File: config.mk
export PLATFORM = sky130hd
export DESIGN_NAME = fetch_debug_ctrl
export DESIGN_NICKNAME = d
export VERILOG_FILES = /design/src/rtl/fetch_debug_ctrl_pkg.sv /design/src/rtl/fetch_debug_ctrl_byte_to_word.sv /design/src/rtl/fetch_debug_ctrl.sv
export SDC_FILE = /design/constraint.sdc
export NUM_CORES = 1
export LEC_CHECK = 0
export ABC_AREA = 1
export BUFFER_PORTS_ARGS = -buffer_cell sky130_fd_sc_hd__buf_2
export CORE_MARGIN = 5
export CORE_UTILIZATION = 59
export DETAILED_ROUTE_END_ITERATION = 10
export GPL_TIMING_DRIVEN = 1
export PLACE_DENSITY = 0.84
export SETUP_SLACK_MARGIN = 0.2
export SYNTH_ARGS = -nofsm -noshare
export SYNTH_HDL_FRONTEND = slang
export SYNTH_SLANG_ARGS = --single-unit
export TNS_END_PERCENT = 30
File: constraint.sdc
create_clock -name i_clk -period 2.8 [get_ports i_clk]
set_input_delay 0.28 -clock i_clk [delete_from_list [all_inputs] [get_ports i_clk]]
set_output_delay 0.28 -clock i_clk [all_outputs]
set_load 0.03 [all_outputs]
File: src/rtl/fetch_debug_ctrl_pkg.sv
// Shared definitions for the fetch debug controller: state encoding,
// UART command bytes, halt opcode and the per-state output decode.
package fetch_debug_ctrl_pkg;

    localparam int unsigned DEFAULT_ADDR_W    = 10;
    localparam int unsigned DEFAULT_MEM_SIZEB = 1024;

    localparam logic [31:0] HALT_OPCODE = 32'hFC00_0000;

    localparam logic [7:0] CMD_LOAD = 8'h4C;  // 'L'
    localparam logic [7:0] CMD_RUN  = 8'h43;  // 'C'
    localparam logic [7:0] CMD_STEP = 8'h53;  // 'S'
    localparam logic [7:0] CMD_NEXT = 8'h4E;  // 'N'
    localparam logic [7:0] CMD_EXIT = 8'h45;  // 'E'

    typedef enum logic [2:0] {
        ST_IDLE    = 3'd0,
        ST_LOAD    = 3'd1,
        ST_WRITE   = 3'd2,
        ST_RUN     = 3'd3,
        ST_STEP    = 3'd4,
        ST_STEP_GO = 3'd5,
        ST_DONE    = 3'd6
    } dbg_state_e;

    typedef struct packed {
        logic fetch_stall;
        logic debug_unit;
        logic mem_ren;
        logic mem_wen;
        logic done;
    } dbg_outs_t;

    // Control outputs that belong to a state. The imem read port is released
    // while the debug path owns the address (LOAD/WRITE).
    function automatic dbg_outs_t state_outputs(input dbg_state_e st);
        dbg_outs_t o;
        o = '{fetch_stall: 1'b1, debug_unit: 1'b0, mem_ren: 1'b1,
              mem_wen: 1'b0, done: 1'b0};
        case (st)
            ST_IDLE:    o = o;
            ST_LOAD:    begin o.debug_unit = 1'b1; o.mem_ren = 1'b0; end
            ST_WRITE:   begin o.debug_unit = 1'b1; o.mem_ren = 1'b0; o.mem_wen = 1'b1; end
            ST_RUN:     o.fetch_stall = 1'b0;
            ST_STEP:    o = o;
            ST_STEP_GO: o.fetch_stall = 1'b0;
            ST_DONE:    o.done = 1'b1;
            default:    o = o;
        endcase
        return o;
    endfunction

endpackage

File: src/rtl/fetch_debug_ctrl_byte_to_word.sv
// Four-byte MSB-first assembler. The fourth byte is not stored: it is
// combined on the fly so the owner can capture the full word in the same
// cycle that word_ready is raised.
module byte_to_word (
    input  logic        clk,
    input  logic        reset,
    input  logic        clear,
    input  logic        byte_valid,
    input  logic [7:0]  byte_data,
    output logic [31:0] word,
    output logic        word_ready
);

    logic [23:0] shift_r;
    logic [1:0]  count_r;

    assign word       = {shift_r, byte_data};
    assign word_ready = byte_valid && (count_r == 2'd3);

    // Shift register and byte counter; clear discards any partial word.
    always_ff @(posedge clk) begin
        if (reset || clear) begin
            shift_r <= 24'd0;
            count_r <= 2'd0;
        end else if (byte_valid) begin
            shift_r <= {shift_r[15:0], byte_data};
            count_r <= count_r + 2'd1;
        end else begin
            shift_r <= shift_r;
            count_r <= count_r;
        end
    end

endmodule

File: src/rtl/fetch_debug_ctrl.sv
// Debug controller for the fetch stage: loads a program from the UART byte
// stream into instruction memory, then runs it continuously or step by step.
module fetch_debug_ctrl
    import fetch_debug_ctrl_pkg::*;
#(
    parameter int unsigned NB_INST   = 32,
    parameter int unsigned NB_ADDR   = DEFAULT_ADDR_W,
    parameter int unsigned MEM_SIZEB = DEFAULT_MEM_SIZEB,
    parameter logic [NB_INST-1:0] HALT_WORD = HALT_OPCODE
) (
    input  logic               i_clk,
    input  logic               i_reset,
    input  logic               i_rx_valid,
    input  logic [7:0]         i_rx_data,
    input  logic               i_halt_seen,
    output logic               o_debug_unit,
    output logic [NB_ADDR-1:0] o_wr_addr,
    output logic [NB_INST-1:0] o_mem_data,
    output logic               o_mem_wen,
    output logic               o_mem_ren,
    output logic               o_fetch_stall,
    output logic               o_loaded,
    output logic               o_overflow,
    output logic               o_done
);

    localparam logic [NB_ADDR-1:0] LAST_ADDR = NB_ADDR'(MEM_SIZEB - 32'd4);
    localparam logic [NB_ADDR-1:0] WORD_STEP = NB_ADDR'(3'd4);

    dbg_state_e         state_r;
    dbg_state_e         state_next_s;
    dbg_outs_t          outs_next_s;
    logic [NB_ADDR-1:0] wr_addr_r;
    logic [NB_INST-1:0] mem_data_r;
    logic               loaded_r;
    logic               overflow_r;
    logic               stall_r;
    logic               debug_unit_r;
    logic               mem_wen_r;
    logic               mem_ren_r;
    logic               done_r;
    logic               load_byte_s;
    logic               start_load_s;
    logic               clear_s;
    logic [31:0]        word_s;
    logic               word_ready_s;
    logic               is_halt_s;
    logic               at_last_s;

    assign load_byte_s  = i_rx_valid && (state_r == ST_LOAD);
    assign start_load_s = (state_r == ST_IDLE) && i_rx_valid && (i_rx_data == CMD_LOAD);
    // The counter restarts for every new word, both at load start and after each write.
    assign clear_s      = start_load_s || (state_r == ST_WRITE);
    // During WRITE the captured word sits in mem_data_r.
    assign is_halt_s    = (mem_data_r == HALT_WORD);
    assign at_last_s    = (wr_addr_r == LAST_ADDR);

    byte_to_word u_byte_to_word (
        .clk        (i_clk),
        .reset      (i_reset),
        .clear      (clear_s),
        .byte_valid (load_byte_s),
        .byte_data  (i_rx_data),
        .word       (word_s),
        .word_ready (word_ready_s)
    );

    // State register.
    always_ff @(posedge i_clk) begin
        if (i_reset) begin
            state_r <= ST_IDLE;
        end else begin
            state_r <= state_next_s;
        end
    end

    // Next-state decode from commands, word completion and pipeline halt.
    always_comb begin
        state_next_s = state_r;
        case (state_r)
            ST_IDLE: begin
                if (!i_rx_valid) begin
                    state_next_s = ST_IDLE;
                end else if (i_rx_data == CMD_LOAD) begin
                    state_next_s = ST_LOAD;
                end else if ((i_rx_data == CMD_RUN) && loaded_r) begin
                    state_next_s = ST_RUN;
                end else if ((i_rx_data == CMD_STEP) && loaded_r) begin
                    state_next_s = ST_STEP;
                end else begin
                    state_next_s = ST_IDLE;
                end
            end
            ST_LOAD: begin
                if (word_ready_s) begin
                    state_next_s = ST_WRITE;
                end else begin
                    state_next_s = ST_LOAD;
                end
            end
            ST_WRITE: begin
                if (is_halt_s || at_last_s) begin
                    state_next_s = ST_IDLE;
                end else begin
                    state_next_s = ST_LOAD;
                end
            end
            ST_RUN: begin
                if (i_halt_seen) begin
                    state_next_s = ST_DONE;
                end else begin
                    state_next_s = ST_RUN;
                end
            end
            ST_STEP: begin
                if (i_halt_seen) begin
                    state_next_s = ST_DONE;
                end else if (i_rx_valid && (i_rx_data == CMD_NEXT)) begin
                    state_next_s = ST_STEP_GO;
                end else if (i_rx_valid && (i_rx_data == CMD_EXIT)) begin
                    state_next_s = ST_IDLE;
                end else begin
                    state_next_s = ST_STEP;
                end
            end
            ST_STEP_GO: begin
                if (i_halt_seen) begin
                    state_next_s = ST_DONE;
                end else begin
                    state_next_s = ST_STEP;
                end
            end
            ST_DONE:    state_next_s = ST_IDLE;
            default:    state_next_s = ST_IDLE;
        endcase
    end

    // Output decode of the upcoming state, so the registered outputs line up with it.
    always_comb begin
        outs_next_s = state_outputs(state_next_s);
    end

    // Control output registers.
    always_ff @(posedge i_clk) begin
        if (i_reset) begin
            stall_r      <= 1'b1;
            debug_unit_r <= 1'b0;
            mem_ren_r    <= 1'b1;
            mem_wen_r    <= 1'b0;
            done_r       <= 1'b0;
        end else begin
            stall_r      <= outs_next_s.fetch_stall;
            debug_unit_r <= outs_next_s.debug_unit;
            mem_ren_r    <= outs_next_s.mem_ren;
            mem_wen_r    <= outs_next_s.mem_wen;
            done_r       <= outs_next_s.done;
        end
    end

    // Write address and load status: reset on load start, updated as each write retires.
    always_ff @(posedge i_clk) begin
        if (i_reset || start_load_s) begin
            wr_addr_r  <= '0;
            loaded_r   <= 1'b0;
            overflow_r <= 1'b0;
        end else if (state_r == ST_WRITE) begin
            if (is_halt_s) begin
                loaded_r <= 1'b1;
            end else if (at_last_s) begin
                overflow_r <= 1'b1;
            end else begin
                wr_addr_r <= wr_addr_r + WORD_STEP;
            end
        end else begin
            wr_addr_r  <= wr_addr_r;
            loaded_r   <= loaded_r;
            overflow_r <= overflow_r;
        end
    end

    // Capture the assembled word together with its fourth byte.
    always_ff @(posedge i_clk) begin
        if (i_reset) begin
            mem_data_r <= '0;
        end else if (word_ready_s) begin
            mem_data_r <= NB_INST'(word_s);
        end else begin
            mem_data_r <= mem_data_r;
        end
    end

    assign o_fetch_stall = stall_r;
    assign o_debug_unit  = debug_unit_r;
    assign o_mem_ren     = mem_ren_r;
    assign o_mem_wen     = mem_wen_r;
    assign o_done        = done_r;
    assign o_wr_addr     = wr_addr_r;
    assign o_mem_data    = mem_data_r;
    assign o_loaded      = loaded_r;
    assign o_overflow    = overflow_r;

endmodule
==> impl_results.html <==
<table>
<tr><th>Metric</th><th>Value</th></tr>
<tr><th colspan="2">Placement</th></tr>
<tr><td>HPWL after DPL</td><td>between 5 and 6 mm</td></tr>
<tr><td>Final weighted congestion in routability-driven placement</td><td>roughly 0.85</td></tr>
<tr><td>Placed Cells</td><td>550</td></tr>
<tr><td>Number of buffers added on ports</td><td>58</td></tr>
<tr><th colspan="2">Cells and area</th></tr>
<tr><td>Layout cell share with drive strength beyond 1</td><td>22.5%</td></tr>
<tr><td>Area taken by multi-input logic gates</td><td>between 1000 and 1500 sq um</td></tr>
<tr><td>Number of antenna diodes</td><td>0</td></tr>
<tr><td>Syn-to-layout area delta</td><td>13.2%</td></tr>
<tr><td>Final non-filler cell total</td><td>around 570</td></tr>
<tr><td>Count of fill cells added during filler insertion</td><td>459</td></tr>
<tr><td>Combined flip-flop and latch cell area</td><td>1520 sq um</td></tr>
<tr><td>Count of nets after finishing</td><td>between 500 and 600</td></tr>
<tr><th colspan="2">Detailed routing</th></tr>
<tr><td>DRC violation total after the first TritonRoute iteration</td><td>about 300</td></tr>
<tr><td>Final WL</td><td>between 7 and 8 mm</td></tr>
<tr><td>Routed length per instance</td><td>~14 um</td></tr>
<tr><td>Number of remaining DRC errors</td><td>0</td></tr>
<tr><td>Count of nets left with antenna violations after detail routing</td><td>0</td></tr>
<tr><td>Number of vias per cell</td><td>5.49</td></tr>
<tr><td>Detailed-routing iteration count for the pre-antenna-repair pass</td><td>5</td></tr>
<tr><td>Via count of the routed design</td><td>between 3000 and 4000</td></tr>
<tr><th colspan="2">Critical path</th></tr>
<tr><td>WP data required</td><td>~3.0 ns</td></tr>
<tr><td>Nature of the critical path endpoint</td><td>flip-flop</td></tr>
<tr><td>Start-to-end type of the worst setup path</td><td>reg2reg</td></tr>
<tr><td>Crit-path max FO</td><td>30</td></tr>
<tr><td>Worst path arrival time</td><td>between 2 and 2.5 ns</td></tr>
<tr><td>Startpoint type of the worst setup path</td><td>flip-flop</td></tr>
<tr><th colspan="2">Synth</th></tr>
<tr><td>Top cell types by occurrence after synthesis</td><td>sky130_fd_sc_hd__dfxtp_1, sky130_fd_sc_hd__nand2_1, sky130_fd_sc_hd__inv_1</td></tr>
<tr><td>Post-synth ARST share</td><td>0%</td></tr>
<tr><td>Most frequent cell after synthesis</td><td>sky130_fd_sc_hd__dfxtp_1</td></tr>
<tr><td>Gate count after technology mapping</td><td>between 400 and 500</td></tr>
<tr><td>Commonest register cell after synthesis</td><td>sky130_fd_sc_hd__dfxtp_1</td></tr>
<tr><td>Mean Syn Cell Area</td><td>7.60 sq um</td></tr>
<tr><td>Number of enable-type register cells in the synthesized netlist</td><td>0</td></tr>
<tr><td>Fraction of post-synthesis cell area in the top cell type by area</td><td>45.5%</td></tr>
<tr><td>Register area share after synthesis</td><td>between 40 and 50%</td></tr>
<tr><td>Yosys top cell by area</td><td>sky130_fd_sc_hd__dfxtp_1</td></tr>
<tr><td>Count of different cell masters after synthesis</td><td>29</td></tr>
<tr><td>Top cells by area, synth</td><td>sky130_fd_sc_hd__dfxtp_1, sky130_fd_sc_hd__nand2_1, sky130_fd_sc_hd__a21oi_1, sky130_fd_sc_hd__nand4_1, sky130_fd_sc_hd__inv_1</td></tr>
<tr><td>Synth Warn #</td><td>0</td></tr>
<tr><td>Post-synthesis cell area</td><td>3340 sq um</td></tr>
<tr><td>Number of register bits inferred by synthesis</td><td>76</td></tr>
<tr><th colspan="2">Timing</th></tr>
<tr><td>Worst slew margin relative to its limit</td><td>between 50% and 60%</td></tr>
<tr><td>Total count of max-transition violations in the final report</td><td>0</td></tr>
<tr><td>Worst slew pin tran</td><td>0.624 ns</td></tr>
<tr><td>Final period demand of the worst path</td><td>~2.3 ns</td></tr>
<tr><td>Final hold viol count</td><td>0</td></tr>
<tr><td>Skew final</td><td>between 0.008 and 0.009 ns</td></tr>
<tr><td>RSZ-0062 raised after global routing</td><td>no</td></tr>
<tr><td>Highest Clock Rate</td><td>between 400 and 500 MHz</td></tr>
<tr><td>Setup TNS</td><td>0 ns</td></tr>
<tr><td>Final setup violation count</td><td>0</td></tr>
<tr><td>Post-route clock period utilization</td><td>between 80% and 90%</td></tr>
<tr><th colspan="2">Floorplanning</th></tr>
<tr><td>Initial cell density of the core</td><td>60.7%</td></tr>
<tr><td>Horiz. Die Dim</td><td>between 80 and 90 um</td></tr>
<tr><td>Height of the die</td><td>85.3 um</td></tr>
<tr><td>Number of ports placed on the die boundary</td><td>between 60 and 70</td></tr>
<tr><td>Total core area</td><td>approximately 5500 sq um</td></tr>
<tr><td>Number of rows created at floorplan</td><td>27</td></tr>
<tr><td>Die footprint</td><td>a little over 7000 sq um</td></tr>
<tr><th colspan="2">Global route</th></tr>
<tr><td>Global route overflow</td><td>0</td></tr>
<tr><td>Global router's overall resource usage</td><td>approximately 22%</td></tr>
<tr><td>Initial antenna violation count</td><td>0</td></tr>
<tr><td>Maximum number of pins on one net before global-route repair</td><td>36</td></tr>
<tr><td>Wire length of the first global-routing pass</td><td>13.2 mm</td></tr>
<tr><td>Via count of the first global-routing pass</td><td>~2900</td></tr>
<tr><th colspan="2">Pwr</th></tr>
<tr><td>Total power divided by cell area</td><td>493 nW/um^2</td></tr>
<tr><td>Net Sw Frac</td><td>22.5%</td></tr>
<tr><td>Power Internal</td><td>between 1000 and 1500 uW</td></tr>
<tr><td>Worst vdd ir</td><td>between 0.3 and 0.4 mV</td></tr>
<tr><td>Relative contribution of sequential cells to total power</td><td>between 50 and 60%</td></tr>
<tr><td>Total net switching power</td><td>between 400 and 500 uW</td></tr>
<tr><td>Logic gate share of total power</td><td>approximately 3.6%</td></tr>
<tr><td>Share of power burned in the clock network</td><td>38.5%</td></tr>
<tr><td>Leakage power summed over all cells</td><td>0.00163 uW</td></tr>
<tr><th colspan="2">Clock network</th></tr>
<tr><td>Number of buffers on the longest clock path</td><td>2</td></tr>
<tr><td>Later-pin clock latency in the skew report</td><td>0.34 ns</td></tr>
<tr><td>Number of post-CTS setup repair buffers</td><td>0</td></tr>
<tr><td>H-tree level count</td><td>3</td></tr>
<tr><td>Cells resized by post-CTS repair</td><td>0</td></tr>
<tr><td>Buffer cell driving the clock tree root</td><td>sky130_fd_sc_hd__clkbuf_8</td></tr>
<tr><td>Register clock-pin slew on the reported worst setup and hold paths</td><td>0.07 ns</td></tr>
<tr><td>TritonCTS clock tree</td><td>yes</td></tr>
<tr><td>Number of CTS-inserted buffers</td><td>9</td></tr>
<tr><td>Hold-fix buffer count after cts</td><td>0</td></tr>
<tr><td>Sinks on the clock net</td><td>between 70 and 80</td></tr>
<tr><th colspan="2">Status</th></tr>
<tr><td>Status</td><td>finished, final reports clean</td></tr>
<tr><th colspan="2">Worst hold path</th></tr>
<tr><td>Class of the tightest hold or removal check</td><td>in2reg</td></tr>
<tr><th colspan="2">Job</th></tr>
<tr><td>Count of maximum capacitance violations</td><td>0</td></tr>
</table>
==> kinds of logic (layout without fill, tap and decap cells) <==
| group | Yosys count | count (layout) | synth area share (%) |
|---|---|---|---|
| AND/OR/NAND/NOR | 175 | 175 | 24.3 |
| flip-flops | 76 | 76 | 45.5 |
| XOR/XNOR | 7 | 7 | 1.83 |
| AO/OA/AOI/OAI | 99 | 99 | 17.0 |
| buffers and inverters | 80 | 133 | 10.6 |
| other | 1 | 2 | 0.112 |
| adder cells (fa/ha/maj) | 2 | 2 | 0.748 |
==> state kept, by name (all words and copies together), names as in the netlist <==
register / flops
o_fetch_stall: 1
o_done: 1
o_overflow: 1
o_mem_wen: 1
o_wr_addr: 8
u_byte_to_word.shift_r: 24
state_r: 3
o_mem_data: 32
o_mem_ren: 1
u_byte_to_word.count_r: 2
o_loaded: 1
o_debug_unit: 1
==> area by class of cell <==
cell class | count | area share (%)
timing repair buffer | 65 | 9.05
multi-input combinational | 285 | 38.9
clock buffer | 15 | 4.13
inverter | 52 | 5.16
clock inverter | 1 | 0.198
tap | 72 | 2.38
sequential | 76 | 40.2
==> per-layer routing <==
metal  vias up  global-route usage [%]  wire, um
met5         -                       0         0
met4         0                    12.2       167
met3        15                    4.37       579
met2       115                    34.4      3710
met1      1437                    29.6      3480
li1       1539                       -         -
==> through the flow <==
stage	total power [uW]	util [%]	worst slack (ns)	cell area [sq um]	hold slack, ns
final	1870	68.8	0.523	3790	0.148
after global routing	1940	68.8	0.323	3790	0.143
after CTS	1870	68.8	0.561	3790	0.136
after detailed placement	1170	65.8	0.572	3620	0.459
after global placement	1170	65.8	0.639	3620	0.434
after floorplan	1150	-	1.00	3350	0.352
==> worst max-delay path, cell delays in order, from the launching register on <==
cell and delay (ns):
sky130_fd_sc_hd__dfxtp_1 0.37, sky130_fd_sc_hd__inv_2 0.38, sky130_fd_sc_hd__nand2_1 0.13, sky130_fd_sc_hd__nor2_2 0.24, sky130_fd_sc_hd__nand3_2 0.09, sky130_fd_sc_hd__nand2_1 0.33, sky130_fd_sc_hd__or2_1 0.17, sky130_fd_sc_hd__buf_4 0.35
sky130_fd_sc_hd__a21oi_1 0.08
==> final timing paths <==
path	slack (ns)	cells after the start	from	to
max	0.52	8	state_r[2]$_SDFF_PP0_	u_byte_to_word.shift_r[4]$_SDFFE_PP0P_
min	0.15	2	i_reset	o_done$_SDFF_PP0_
max reg2reg	0.52	8	state_r[2]$_SDFF_PP0_	u_byte_to_word.shift_r[4]$_SDFFE_PP0P_
min reg2reg	0.47	2	o_mem_data[13]$_SDFFE_PP0P_	o_mem_data[13]$_SDFFE_PP0P_
==> power groups by stage <==
stage / sequential [uW] / combinational (uW) / clock, uW
floorplan: 1110 / 46.6 / 0
global placement: 1110 / 62.7 / 0
detailed placement: 1110 / 63.9 / 0
CTS: 1080 / 64.0 / 730
global route: 1080 / 72.2 / 783
finish: 1080 / 66.2 / 718
==> cell usage in the layout (no fill, tap or decap), drive strengths merged <==
cell      count
inv          52
nor3          3
clkbuf       15
a31oi         1
xor2          7
nand3        12
nor2         47
nand4        35
or2           2
a21o          1
buf          65
conb          2
o21ai        34
dfxtp        76
ha            2
a21oi        63
nand2        76
clkinvlp      1
No activity file was read; power rests on OpenSTA's default activity.
